==> src/rtl/z80_bus_ctrl_if.sv <==
// ==================================================================
// z80_bus_ctrl_if : 68K bus signals seen by the Z80 control registers
// Rev 1.0
// ==================================================================
`default_nettype none

interface z80_bus_ctrl_if;
   logic [31:0] M68_addr;
   logic        M68_as;
   logic        M68_rw;
   logic        M68_uds;
   logic        M68_lds;
   logic [15:0] M68_data_out;
   logic [15:0] M68_data_in;
   logic        M68_dtack;
   logic        ctrl_sel;

   modport master (
      output M68_addr, M68_as, M68_rw, M68_uds, M68_lds, M68_data_out,
      input  M68_data_in, M68_dtack, ctrl_sel
   );

   modport slave (
      input  M68_addr, M68_as, M68_rw, M68_uds, M68_lds, M68_data_out,
      output M68_data_in, M68_dtack, ctrl_sel
   );
endinterface

`default_nettype wire

==> src/rtl/z80_bus_ctrl.sv <==
// ==================================================================
// z80_bus_ctrl : 68K-visible Z80 BUSREQ/RESET registers and grant logic
// Rev 1.0
// ==================================================================
`default_nettype none

module z80_bus_ctrl #(
   parameter logic [23:0] BUSREQ_ADDR = 24'hA11100,
   parameter logic [23:0] RESET_ADDR  = 24'hA11200,
   parameter int          RESET_MIN   = 16,
   parameter int          SYNC_STAGES = 2
) (
   input  wire logic         clk,
   input  wire logic         rst_n,
   z80_bus_ctrl_if.slave     m68,
   input  wire logic         Z80_busack_n,
   output logic              Z80_busreq_n,
   output logic              Z80_reset_n,
   output logic              bus_granted
);

   localparam int              CNT_W   = $clog2(RESET_MIN + 1);
   localparam logic [CNT_W-1:0] CNT_MAX = CNT_W'(RESET_MIN);

   typedef enum logic [1:0] {
      IDLE   = 2'd0,
      ACCESS = 2'd1,
      ACK    = 2'd2
   } state_t;

   state_t             state, state_nxt;
   logic               dtack_nxt, sel_nxt;
   logic [15:0]        rdata_nxt;
   logic               busreq_reg, busreq_nxt;
   logic               reset_reg, reset_nxt;
   logic [CNT_W-1:0]   rst_cnt;
   logic [SYNC_STAGES-1:0] sync;
   logic               busack_s;
   logic               hit_busreq, hit_reset;
   logic               unused_bits;

   assign hit_busreq   = (m68.M68_addr[23:1] == BUSREQ_ADDR[23:1]);
   assign hit_reset    = (m68.M68_addr[23:1] == RESET_ADDR[23:1]);
   assign busack_s     = sync[SYNC_STAGES-1];
   assign Z80_busreq_n = ~busreq_reg;
   assign unused_bits  = &{m68.M68_addr[31:24], m68.M68_addr[0], m68.M68_lds,
                           m68.M68_data_out[15:9], m68.M68_data_out[7:0]};

   always_ff @(posedge clk or negedge rst_n) begin
      if (!rst_n) begin
         state           <= IDLE;
         m68.M68_dtack   <= 1'b1;
         m68.ctrl_sel    <= 1'b0;
         m68.M68_data_in <= 16'h0000;
      end else begin
         state           <= state_nxt;
         m68.M68_dtack   <= dtack_nxt;
         m68.ctrl_sel    <= sel_nxt;
         m68.M68_data_in <= rdata_nxt;
      end
   end

   always_comb begin
      state_nxt  = state;
      dtack_nxt  = m68.M68_dtack;
      sel_nxt    = m68.ctrl_sel;
      rdata_nxt  = m68.M68_data_in;
      busreq_nxt = busreq_reg;
      reset_nxt  = reset_reg;
      case (state)
         IDLE: begin
            if (!m68.M68_as && (hit_busreq || hit_reset)) begin
               sel_nxt   = 1'b1;
               state_nxt = ACCESS;
            end
         end
         ACCESS: begin
            if (m68.M68_as) begin
               sel_nxt   = 1'b0;
               state_nxt = IDLE;
            end else begin
               dtack_nxt = 1'b0;
               state_nxt = ACK;
               if (m68.M68_rw) begin
                  rdata_nxt = hit_busreq ? {7'b0, ~bus_granted, 8'h00} : 16'h0000;
               end else if (!m68.M68_uds) begin
                  // Only the upper byte carries the control bit; LDS-only writes are acked and dropped.
                  if (hit_busreq)
                     busreq_nxt = m68.M68_data_out[8];
                  else if (hit_reset)
                     reset_nxt = m68.M68_data_out[8];
               end
            end
         end
         ACK: begin
            if (m68.M68_as) begin
               dtack_nxt = 1'b1;
               sel_nxt   = 1'b0;
               rdata_nxt = 16'h0000;
               state_nxt = IDLE;
            end
         end
         default: state_nxt = IDLE;
      endcase
   end

   always_ff @(posedge clk or negedge rst_n) begin
      if (!rst_n) begin
         busreq_reg  <= 1'b0;
         reset_reg   <= 1'b0;
         rst_cnt     <= '0;
         Z80_reset_n <= 1'b0;
         sync        <= '1;
         bus_granted <= 1'b0;
      end else begin
         busreq_reg <= busreq_nxt;
         reset_reg  <= reset_nxt;
         sync       <= {sync[SYNC_STAGES-2:0], Z80_busack_n};
         // A fresh assertion restarts the minimum-low window; an early release waits it out.
         if (reset_reg && !reset_nxt)
            rst_cnt <= '0;
         else if (!Z80_reset_n && (rst_cnt != CNT_MAX))
            rst_cnt <= rst_cnt + 1'b1;
         if (!reset_nxt)
            Z80_reset_n <= 1'b0;
         else if (rst_cnt == CNT_MAX)
            Z80_reset_n <= 1'b1;
         bus_granted <= busreq_reg & ~busack_s & Z80_reset_n;
      end
   end

endmodule

`default_nettype wire

==> src/flat_wrapper.sv <==
// flat-port wrapper written by rule: the top's interface ports become plain ports
module z80_bus_ctrl_flat 
#(
   parameter logic [23:0] BUSREQ_ADDR = 24'hA11100,
   parameter logic [23:0] RESET_ADDR  = 24'hA11200,
   parameter int          RESET_MIN   = 16,
   parameter int          SYNC_STAGES = 2
)
  (clk, rst_n, Z80_busack_n, Z80_busreq_n, Z80_reset_n, bus_granted, m68_M68_addr, m68_M68_as, m68_M68_rw, m68_M68_uds, m68_M68_lds, m68_M68_data_out, m68_M68_data_in, m68_M68_dtack, m68_ctrl_sel);
  z80_bus_ctrl_if m68_i ();
  input  wire logic clk;
  input  wire logic rst_n;
  input  wire logic Z80_busack_n;
  output logic Z80_busreq_n;
  output logic Z80_reset_n;
  output logic bus_granted;
  input wire logic [$bits(m68_i.M68_addr)-1:0] m68_M68_addr;
  input wire logic [$bits(m68_i.M68_as)-1:0] m68_M68_as;
  input wire logic [$bits(m68_i.M68_rw)-1:0] m68_M68_rw;
  input wire logic [$bits(m68_i.M68_uds)-1:0] m68_M68_uds;
  input wire logic [$bits(m68_i.M68_lds)-1:0] m68_M68_lds;
  input wire logic [$bits(m68_i.M68_data_out)-1:0] m68_M68_data_out;
  output wire logic [$bits(m68_i.M68_data_in)-1:0] m68_M68_data_in;
  output wire logic [$bits(m68_i.M68_dtack)-1:0] m68_M68_dtack;
  output wire logic [$bits(m68_i.ctrl_sel)-1:0] m68_ctrl_sel;
  assign m68_i.M68_addr = m68_M68_addr;
  assign m68_i.M68_as = m68_M68_as;
  assign m68_i.M68_rw = m68_M68_rw;
  assign m68_i.M68_uds = m68_M68_uds;
  assign m68_i.M68_lds = m68_M68_lds;
  assign m68_i.M68_data_out = m68_M68_data_out;
  assign m68_M68_data_in = m68_i.M68_data_in;
  assign m68_M68_dtack = m68_i.M68_dtack;
  assign m68_ctrl_sel = m68_i.ctrl_sel;
  z80_bus_ctrl #(.BUSREQ_ADDR(BUSREQ_ADDR), .RESET_ADDR(RESET_ADDR), .RESET_MIN(RESET_MIN), .SYNC_STAGES(SYNC_STAGES)) u_core (.clk(clk), .rst_n(rst_n), .m68(m68_i), .Z80_busack_n(Z80_busack_n), .Z80_busreq_n(Z80_busreq_n), .Z80_reset_n(Z80_reset_n), .bus_granted(bus_granted));
endmodule
==> config.mk <==
export PLATFORM = sky130hd
export DESIGN_NAME = z80_bus_ctrl_flat
export DESIGN_NICKNAME = d
export VERILOG_FILES = /design/src/rtl/z80_bus_ctrl_if.sv /design/src/rtl/z80_bus_ctrl.sv /design/src/flat_wrapper.sv
export SDC_FILE = /design/constraint.sdc
export NUM_CORES = 1
export LEC_CHECK = 0
export CORE_MARGIN = 1
export CORE_UTILIZATION = 35
export CTS_BUF_LIST = sky130_fd_sc_hd__clkbuf_8
export CTS_CLUSTER_SIZE = 12
export DETAILED_ROUTE_END_ITERATION = 12
export PLACE_DENSITY = 0.84
export RECOVER_POWER = 25
export SLEW_MARGIN = 20
export SYNTH_ARGS = -nofsm -noshare
export SYNTH_HDL_FRONTEND = slang
export SYNTH_SLANG_ARGS = --single-unit
==> constraint.sdc <==
create_clock -name clk -period 2.7 [get_ports clk]
set_input_delay 0.54 -clock clk [delete_from_list [all_inputs] [get_ports clk]]
set_output_delay 0.54 -clock clk [all_outputs]
set_load 0.02 [all_outputs]
After elaboration in Yosys (flattened, before gate mapping)
Cells that the tools add are included.
{"block": "classes", "eq_ne": 12, "n_addsub": 1, "n_reduce_logical": 17, "mux": 25, "bitwise": 8}
{"operator": "two-way mux 16 bit", "n": 3}
{"operator": "== test 23 bit, second input constant", "n": 2}
{"operator": "one-hot mux 16 bit (2 select lines)", "n": 1}
{"operator": "two-way mux 1 bit", "n": 12}
{"operator": "two-way mux 5 bit", "n": 2}
{"operator": "two-way mux 9 bit", "n": 1}
{"operator": "!= test 2 bit, second input constant", "n": 4}
{"operator": "two-way mux 2 bit", "n": 3}
{"operator": "inverter 1 bit", "n": 6}
{"operator": "one-hot mux 2 bit (3 select lines)", "n": 1}
{"operator": "AND reduction 3 bit", "n": 2}
{"operator": "nonzero test 2 bit", "n": 3}
{"operator": "adder 5 x 1 -> 5 bit, second input constant", "n": 1}
{"operator": "== test 5 bit, second input constant", "n": 1}
{"operator": "!= test 5 bit, second input constant", "n": 1}
{"operator": "AND reduction 5 bit", "n": 1}
{"operator": "!= test 2 x 1 -> 1 bit, second input constant", "n": 2}
{"operator": "one-hot mux 1 bit (2 select lines)", "n": 2}
{"operator": "AND reduction 4 bit", "n": 1}
{"operator": "logical AND 1 bit", "n": 3}
{"operator": "logical NOT 1 bit", "n": 3}
{"operator": "AND 1 bit", "n": 2}
{"operator": "== test 2 x 1 -> 1 bit, second input constant", "n": 1}
{"operator": "== test 2 bit, second input constant", "n": 1}
{"operator": "4 further kinds", "n": 4}
{"block": "totals", "ff_bits": 31, "output_inout_bits": 21, "wordCells": 73}

Longest topological paths before layout
Gate-level depths: netlist (run 1).
{"block": "logic_depth", "depth_word": 10, "mapped_depth": 6, "depth_no_buf": 6}

Worst setup path before layout (run 1)
No wires, ideal clock.
{"block": "synth_path", "kind": "input port to flip-flop", "startpoint": "input port m68_M68_as", "endpoint": "register u_core.Z80_reset_n", "setup_slack_ps": 526, "setup_time_ps": 75, "cell_stages": 5, "n_path_buf": 1, "arrival_time_ps": 2099, "cell_sequence": "buf_6 -> or4b_1 -> or3b_4 -> or4_4 -> a21oi_2"}
{"block": "synth_via", "elab_chain_len": 3, "elab_cells_between_ends": 4, "classes_between": "eq/ne: 1; mux: 3"}
{"element": "from (decl)", "line_no": "flat_wrapper.sv:18", "text": "input wire logic [$bits(m68_i.M68_as)-1:0] m68_M68_as;"}
{"element": "two-way mux 1 bit *", "line_no": "z80_bus_ctrl.sv:78", "text": "if (m68.M68_as) begin"}
{"element": "two-way mux 1 bit *", "line_no": "z80_bus_ctrl.sv:70", "text": "case (state)"}
{"element": "!= test 2 bit (no source line) or two-way mux 1 bit (tied branches)"}
{"element": "to (signal assigned)", "line_no": "z80_bus_ctrl.sv:112", "text": "Z80_reset_n <= 1'b0;"}
{"element": "to (signal assigned)", "line_no": "z80_bus_ctrl.sv:125", "text": "Z80_reset_n <= 1'b0;"}
{"element": "to (signal assigned)", "line_no": "z80_bus_ctrl.sv:127", "text": "Z80_reset_n <= 1'b1;"}
{"element": "to (decl)", "line_no": "z80_bus_ctrl.sv:18", "text": "output logic Z80_reset_n,"}
Every way passes the cells marked *; elsewhere a longest branch is shown, timed or not.
A chain may end at the register's enable or synchronous reset.

Worst setup path after layout (run 1)
{"block": "layout_path", "startpoint": "input port m68_M68_rw", "endpoint": "register u_core.Z80_reset_n"}
{"block": "layout_via", "elab_chain_len": 4, "elab_cells_between_ends": 5, "classes_between": "eq/ne: 1; mux: 4"}
{"element": "from (decl)", "line_no": "flat_wrapper.sv:19", "text": "input wire logic [$bits(m68_i.M68_rw)-1:0] m68_M68_rw;"}
{"element": "two-way mux 1 bit *", "line_no": "z80_bus_ctrl.sv:84", "text": "if (m68.M68_rw) begin"}
{"element": "two-way mux 1 bit *", "line_no": "z80_bus_ctrl.sv:78"}
{"element": "two-way mux 1 bit *", "line_no": "z80_bus_ctrl.sv:70"}
{"element": "!= test 2 bit (no source line) or two-way mux 1 bit (tied branches)"}
Marks and branches as above.

==> results of run 1 <==
[routing by layer]
metal / vias to the layer above / GRT usage (%) / share of wire (%)
li1: 433 / - / -
met1: 429 / 19.21 / 40
met2: 52 / 24.54 / 50
met3: 2 / 3.917 / 8.6
met4: 0 / 4.181 / 0.99
met5: - / 0 / 0
[how the worst min path moves through the flow]
stage / cells past startpoint / from / end / slack, ns
floorplan: 0 / rst_n / u_core.Z80_reset_n / 0.24
global placement: 0 / u_core.sync[0] / u_core.sync[1] / 0.35
detailed placement: 0 / u_core.sync[0] / u_core.sync[1] / 0.35
CTS: 0 / u_core.sync[0] / u_core.sync[1] / 0.36
global route: 0 / u_core.sync[0] / u_core.sync[1] / 0.36
finish: 0 / u_core.sync[0] / u_core.sync[1] / 0.36
[kinds of logic (layout without fill, tap and decap cells)]
group | count (synthesis) | in the layout | share of synthesized area [%]
muxes | 2 | 2 | 1.919
buffers and inverters | 27 | 52 | 15.83
other | 1 | 15 | 0.3594
AOI/OAI and AO/OA | 16 | 16 | 9.951
and+or+nand+nor | 40 | 40 | 23.86
adders and majority gates | 5 | 5 | 5.995
xor gates and xnor gates | 4 | 4 | 3.358
DFF | 16 | 16 | 38.73
[cell type report]
| cell class | count | share of cell area [%] |
|---|---|---|
| clock buffer | 4 | 3.846 |
| inverter | 11 | 2.885 |
| multi-input combinational | 82 | 36.80 |
| sequential | 16 | 28.23 |
| tap | 31 | 2.710 |
| timing repair buffer | 37 | 25.52 |
[per-stage QoR]
step / setup slack (ns) / std cells / hold slack [ns] / power, W / area (um^2)
after floorplan: 0.5260 / 125 / 0.2444 / 0.0002927 / 1096
final: 0.2392 / 181 / 0.3554 / 0.0005299 / 1431
after global placement: 0.05365 / 177 / 0.3469 / 0.0003238 / 1376
after detailed placement: -0.007225 / 177 / 0.3470 / 0.0003257 / 1376
after CTS: 0.2313 / 181 / 0.3562 / 0.0005345 / 1431
after global routing: 0.1688 / 181 / 0.3574 / 0.0005514 / 1431
[power by group through the flow]
stage          Combinational [W]  Clock, W  Sequential, W
2_1_floorplan          0.0000453         0       0.000247
3_5_place_dp           0.0000784         0       0.000247
5_1_grt                0.0000840  0.000224       0.000243
6_report               0.0000774  0.000209       0.000243
3_3_place_gp           0.0000765         0       0.000247
4_1_cts                0.0000787  0.000213       0.000243
[cells in the final DEF (no fill, tap or decap), types with 2 or more instances in the layout]
cell type / Yosys / routed
a21oi_1: 3 / 3
a31oi_1: 3 / 3
buf_4: 15 / 2
clkbuf_8: 0 / 4
clkdlybuf4s50_1: 0 / 33
conb_1: 1 / 15
dfrtp_1: 13 / 13
dfstp_2: 3 / 3
dlygate4sd3_1: 0 / 2
ha_1: 5 / 5
inv_1: 11 / 11
mux2i_1: 2 / 2
nand2_1: 5 / 5
nand2b_1: 2 / 2
nand3_1: 3 / 3
nor2_1: 9 / 9
nor4_1: 3 / 3
nor4b_1: 2 / 2
o21ai_0: 3 / 3
o31ai_1: 2 / 2
or4_1: 2 / 2
xnor2_1: 2 / 2
xor2_1: 2 / 2
==> results.json, run 1 <==
{
  "outcome": "complete, no violations",
  "multi_input_area_um2": 526.8,
  "die_w_um": 56.60,
  "finClkSkew_ns": 0.001858,
  "yosys-top-cells-count": "buf_4, dfrtp_1, inv_1, nor2_1",
  "grt_setup_unrepaired": "false",
  "clk_pin_slew_ns": 0.06,
  "critPathKind": "input pin to flop",
  "min_path_type": "flop to flop",
  "rows": 19,
  "cts_sinks": 16,
  "nNetsFinal": 211,
  "slew_headroom_pct": 53.39,
  "routabilityCongestion": 0.7553,
  "clkPwrFrac_pct": 39.5,
  "regArea_um2": 404.1,
  "reg2reg_to": "u_core.Z80_reset_n",
  "grt_pass1_wl_um": 3732,
  "r2r_setup_slack_ns": 0.33,
  "coreArea_um2": 2781,
  "yosys-top-cells-area": "dfrtp_1, buf_4, dfstp_2",
  "synth.most_common_cell": "buf_4",
  "required_ns": 2.87,
  "largest_reg_flops": 5,
  "ys_seq_area_share_pct": 38.73,
  "initial_core_util_pct": 37.52,
  "postCtsResizedCells": 0,
  "yosysUniqueCellTypes": 40,
  "yosysTopAreaCell": "dfrtp_1",
  "ys_ff_latch": 16,
  "reg2reg_depth": 6,
  "post_cts_buffers": 0,
  "setup_viol": 0,
  "yosys.area.top_type_share_pct": 31.18,
  "hold_viol_final": 0,
  "maxSlewViolCount": 0,
  "fin_crit_sh_pct": 91.14,
  "cp_num_buf_inv": 1,
  "reg2reg_from": "u_core.state[1]",
  "critPathCapture": "u_core.Z80_reset_n",
  "worstPathArrival_ns": 2.64,
  "fill_cells": 255,
  "htreeDepth": 1,
  "yosys_warnings": 0,
  "top_register": "u_core.rst_cnt",
  "swShare_pct": 21.97,
  "path_depth": 5,
  "comb_power_share_pct": 14.6,
  "grt_max_degree": 17,
  "num_io_pins": 76,
  "cts_tree": "done",
  "worstMarginPinSlew_ns": 0.6968,
  "antenna_found_initial": 0,
  "drt_first_iter_violations": 17,
  "max-clock-path-buffers": 2,
  "root_buffer": "clkbuf_8",
  "tns_ns": 0,
  "fmax_mhz": 406.4,
  "synthArstFlopShare_pct": 100.0,
  "synth_edf_count": 0,
  "die_area_um2": 3204,
  "post-route-drc-count": 0,
  "sequentialPowerShare_pct": 45.9,
  "vias": 916,
  "layout-drive-gt1-share_pct": 9.333,
  "switchingPower_w": 0.0001164,
  "worstPathCellList": "clkdlybuf4s50_1 -> or4b_1 -> or3b_4 -> or4_4 -> a21oi_2",
  "drtPass1Iterations": 4,
  "die_h_um": 56.60,
  "routedWlPerCell_um": 11.76,
  "crit_fanout": 3,
  "cp_slowest_stage_delay_ns": 0.60,
  "grt-ovfl-total": 0,
  "netlist_instances": 111,
  "power.internal_w": 0.0004134,
  "antenna_left": 0,
  "utilization_pct": 51.46,
  "grt_pass1_vias": 852,
  "area_growth_pct": 37.17,
  "cp-start-kind": "input pin",
  "end_kind": "flop",
  "reg_top3": "u_core.rst_cnt (5), u_core.state (2), u_core.sync (2)",
  "p_leak_nw": 0.5966,
  "holdBufCountCts": 0,
  "crit_path_start": "m68_M68_rw",
  "wl_um": 2129,
  "portBuffers": 35,
  "p_per_area_nw_per_um2": 370.2,
  "grt_usage_pct": 14.90,
  "n_antenna_cell": 0,
  "dp_hpwl_um": 1733,
  "maxCapViolations": 0,
  "cp_top_family": "simple AND/OR/NAND/NOR gates",
  "peakVddDrop_uv": 440.5,
  "period_needed_ns": 2.461,
  "ys.flop_type": "dfrtp_1",
  "syn_avg_cell_area_um2": 9.401,
  "slowest_stage": "or4b_1",
  "viasPerCell": 5.061,
  "cts_made_buffers": 3,
  "clkLatencyLatePin_ns": 0.25,
  "syn-cell-area_um2": 1044
}
Note: power is estimated with default switching activity, not from simulation.
==> run 2: changes to the inputs <==
PLACE_DENSITY = 0.82   (was 0.84)
==> results.json, run 2 (synthesis gave the netlist of run 1 again) <==
{
  "critPathKind": "input pin to flop",
  "antenna_found_initial": 0,
  "finalNonFillerCells": 182,
  "cp_num_buf_inv": 1,
  "dp_hpwl_um": 1799,
  "die_w_um": 56.60,
  "final_cell_mix": "clkdlybuf4s50_1, conb_1, dfrtp_1, inv_1, nor2_1",
  "nNetsFinal": 212,
  "coreArea_um2": 2781,
  "layout-drive-gt1-share_pct": 9.934,
  "cts_tree": "done",
  "largest_reg_flops": 5,
  "drtPass1Iterations": 4,
  "setup_viol": 0,
  "slowest_stage": "or4b_1",
  "tns_ns": 0,
  "routabilityCongestion": 0.6908,
  "max-clock-path-buffers": 2,
  "maxSlewViolCount": 0,
  "fmax_mhz": 419.6,
  "stdcell_area_um2": 1439,
  "grt-ovfl-total": 0,
  "layout_commonest_cell": "clkdlybuf4s50_1",
  "r2r_setup_slack_ns": 0.39,
  "maxCapViolations": 0,
  "wl_um": 2199,
  "outcome": "complete, no violations",
  "post-route-drc-count": 0,
  "cp_top_family": "simple AND/OR/NAND/NOR gates",
  "slew_headroom_pct": 50.73,
  "n_antenna_cell": 0,
  "grt_setup_unrepaired": "false",
  "place_area_um2": 1384,
  "num_io_pins": 76,
  "grt_max_degree": 17,
  "post_cts_buffers": 0,
  "cts_made_buffers": 3,
  "cp-start-kind": "input pin",
  "cp_slowest_stage_delay_ns": 0.56,
  "crit_fanout": 3,
  "top_register": "u_core.rst_cnt",
  "fin_crit_sh_pct": 88.26,
  "peakVddDrop_uv": 263.9,
  "die_area_um2": 3204,
  "routedWlPerCell_um": 12.08,
  "worstMarginPinSlew_ns": 0.7366,
  "cts_sinks": 16,
  "antenna_left": 0,
  "drt_first_iter_violations": 22,
  "finClkSkew_ns": 0.004205,
  "worstPathArrival_ns": 2.56,
  "rows": 19,
  "clkLatencyLatePin_ns": 0.25,
  "reg_top3": "u_core.rst_cnt (5), u_core.state (2), u_core.sync (2)",
  "utilization_pct": 51.73,
  "period_needed_ns": 2.383,
  "p_per_area_nw_per_um2": 370.7,
  "root_buffer": "clkbuf_8",
  "postCtsResizedCells": 0,
  "die_h_um": 56.60,
  "grt_usage_pct": 15.28,
  "holdBufCountCts": 0,
  "vias": 908,
  "end_kind": "flop",
  "dp_cells": 178,
  "htreeDepth": 1,
  "fill_cells": 255,
  "initial_core_util_pct": 37.52,
  "min_path_type": "flop to flop",
  "viasPerCell": 4.989,
  "portBuffers": 35,
  "worstPathCellList": "clkdlybuf4s50_1 -> or4b_1 -> or3b_4 -> or4_4 -> a21oi_2",
  "p_leak_nw": 0.6008,
  "required_ns": 2.88,
  "clk_pin_slew_ns": 0.07,
  "area_growth_pct": 37.89,
  "hold_viol_final": 0,
  "grt_pass1_wl_um": 3753,
  "grt_pass1_vias": 909
}
-- run 2: area by class of cell --
cell class / count / area [um^2] / area share, %
inverters: 11 / 41.29 / 2.870
well taps: 31 / 38.79 / 2.696
repair buffers: 38 / 372.9 / 25.91
multi-input cells: 82 / 526.8 / 36.61
clock buffers: 4 / 55.05 / 3.826
flip-flops and latches: 16 / 404.1 / 28.09
-- run 2: stage by stage --
stage                     hold WS, ns  worst slack (ns)   power, W
after floorplan                0.2444            0.5260  0.0002927
after global placement         0.3480           0.07780  0.0003238
after detailed placement       0.3516           0.05152  0.0003258
after CTS                      0.3561            0.3133  0.0005395
after global routing           0.3599            0.2802  0.0005529
final                          0.3536            0.3170  0.0005335
-- run 2: path summary, 6_finish.rpt --
check / start / endpoint / cells after the start
worst max-delay path: m68_M68_rw / u_core.Z80_reset_n / 5
worst min-delay path: u_core.sync[0] / u_core.sync[1] / 0
worst max register to register: u_core.state[1] / u_core.Z80_reset_n / 6
worst min register to register: u_core.sync[0] / u_core.sync[1] / 0
max in group asynchronous: rst_n / u_core.rst_cnt[1] / 1
min in group asynchronous: rst_n / u_core.bus_granted / 1
-- run 2: metal layers --
layer  GRT usage (%)  vias up  wire (um)
met5               0        -          0
met4           7.317        0         47
met3           3.226        5        176
met2           27.56       49       1103
met1           16.81      418        872
li1                -      436          -
-- run 2: report_power, final --
part / leakage, nW / internal, W / switching (W)
logic: 0.375 / 0.0000415 / 0.0000361
clock network: 0.0288 / 0.000129 / 0.0000833
registers: 0.197 / 0.000243 / 0.000000517
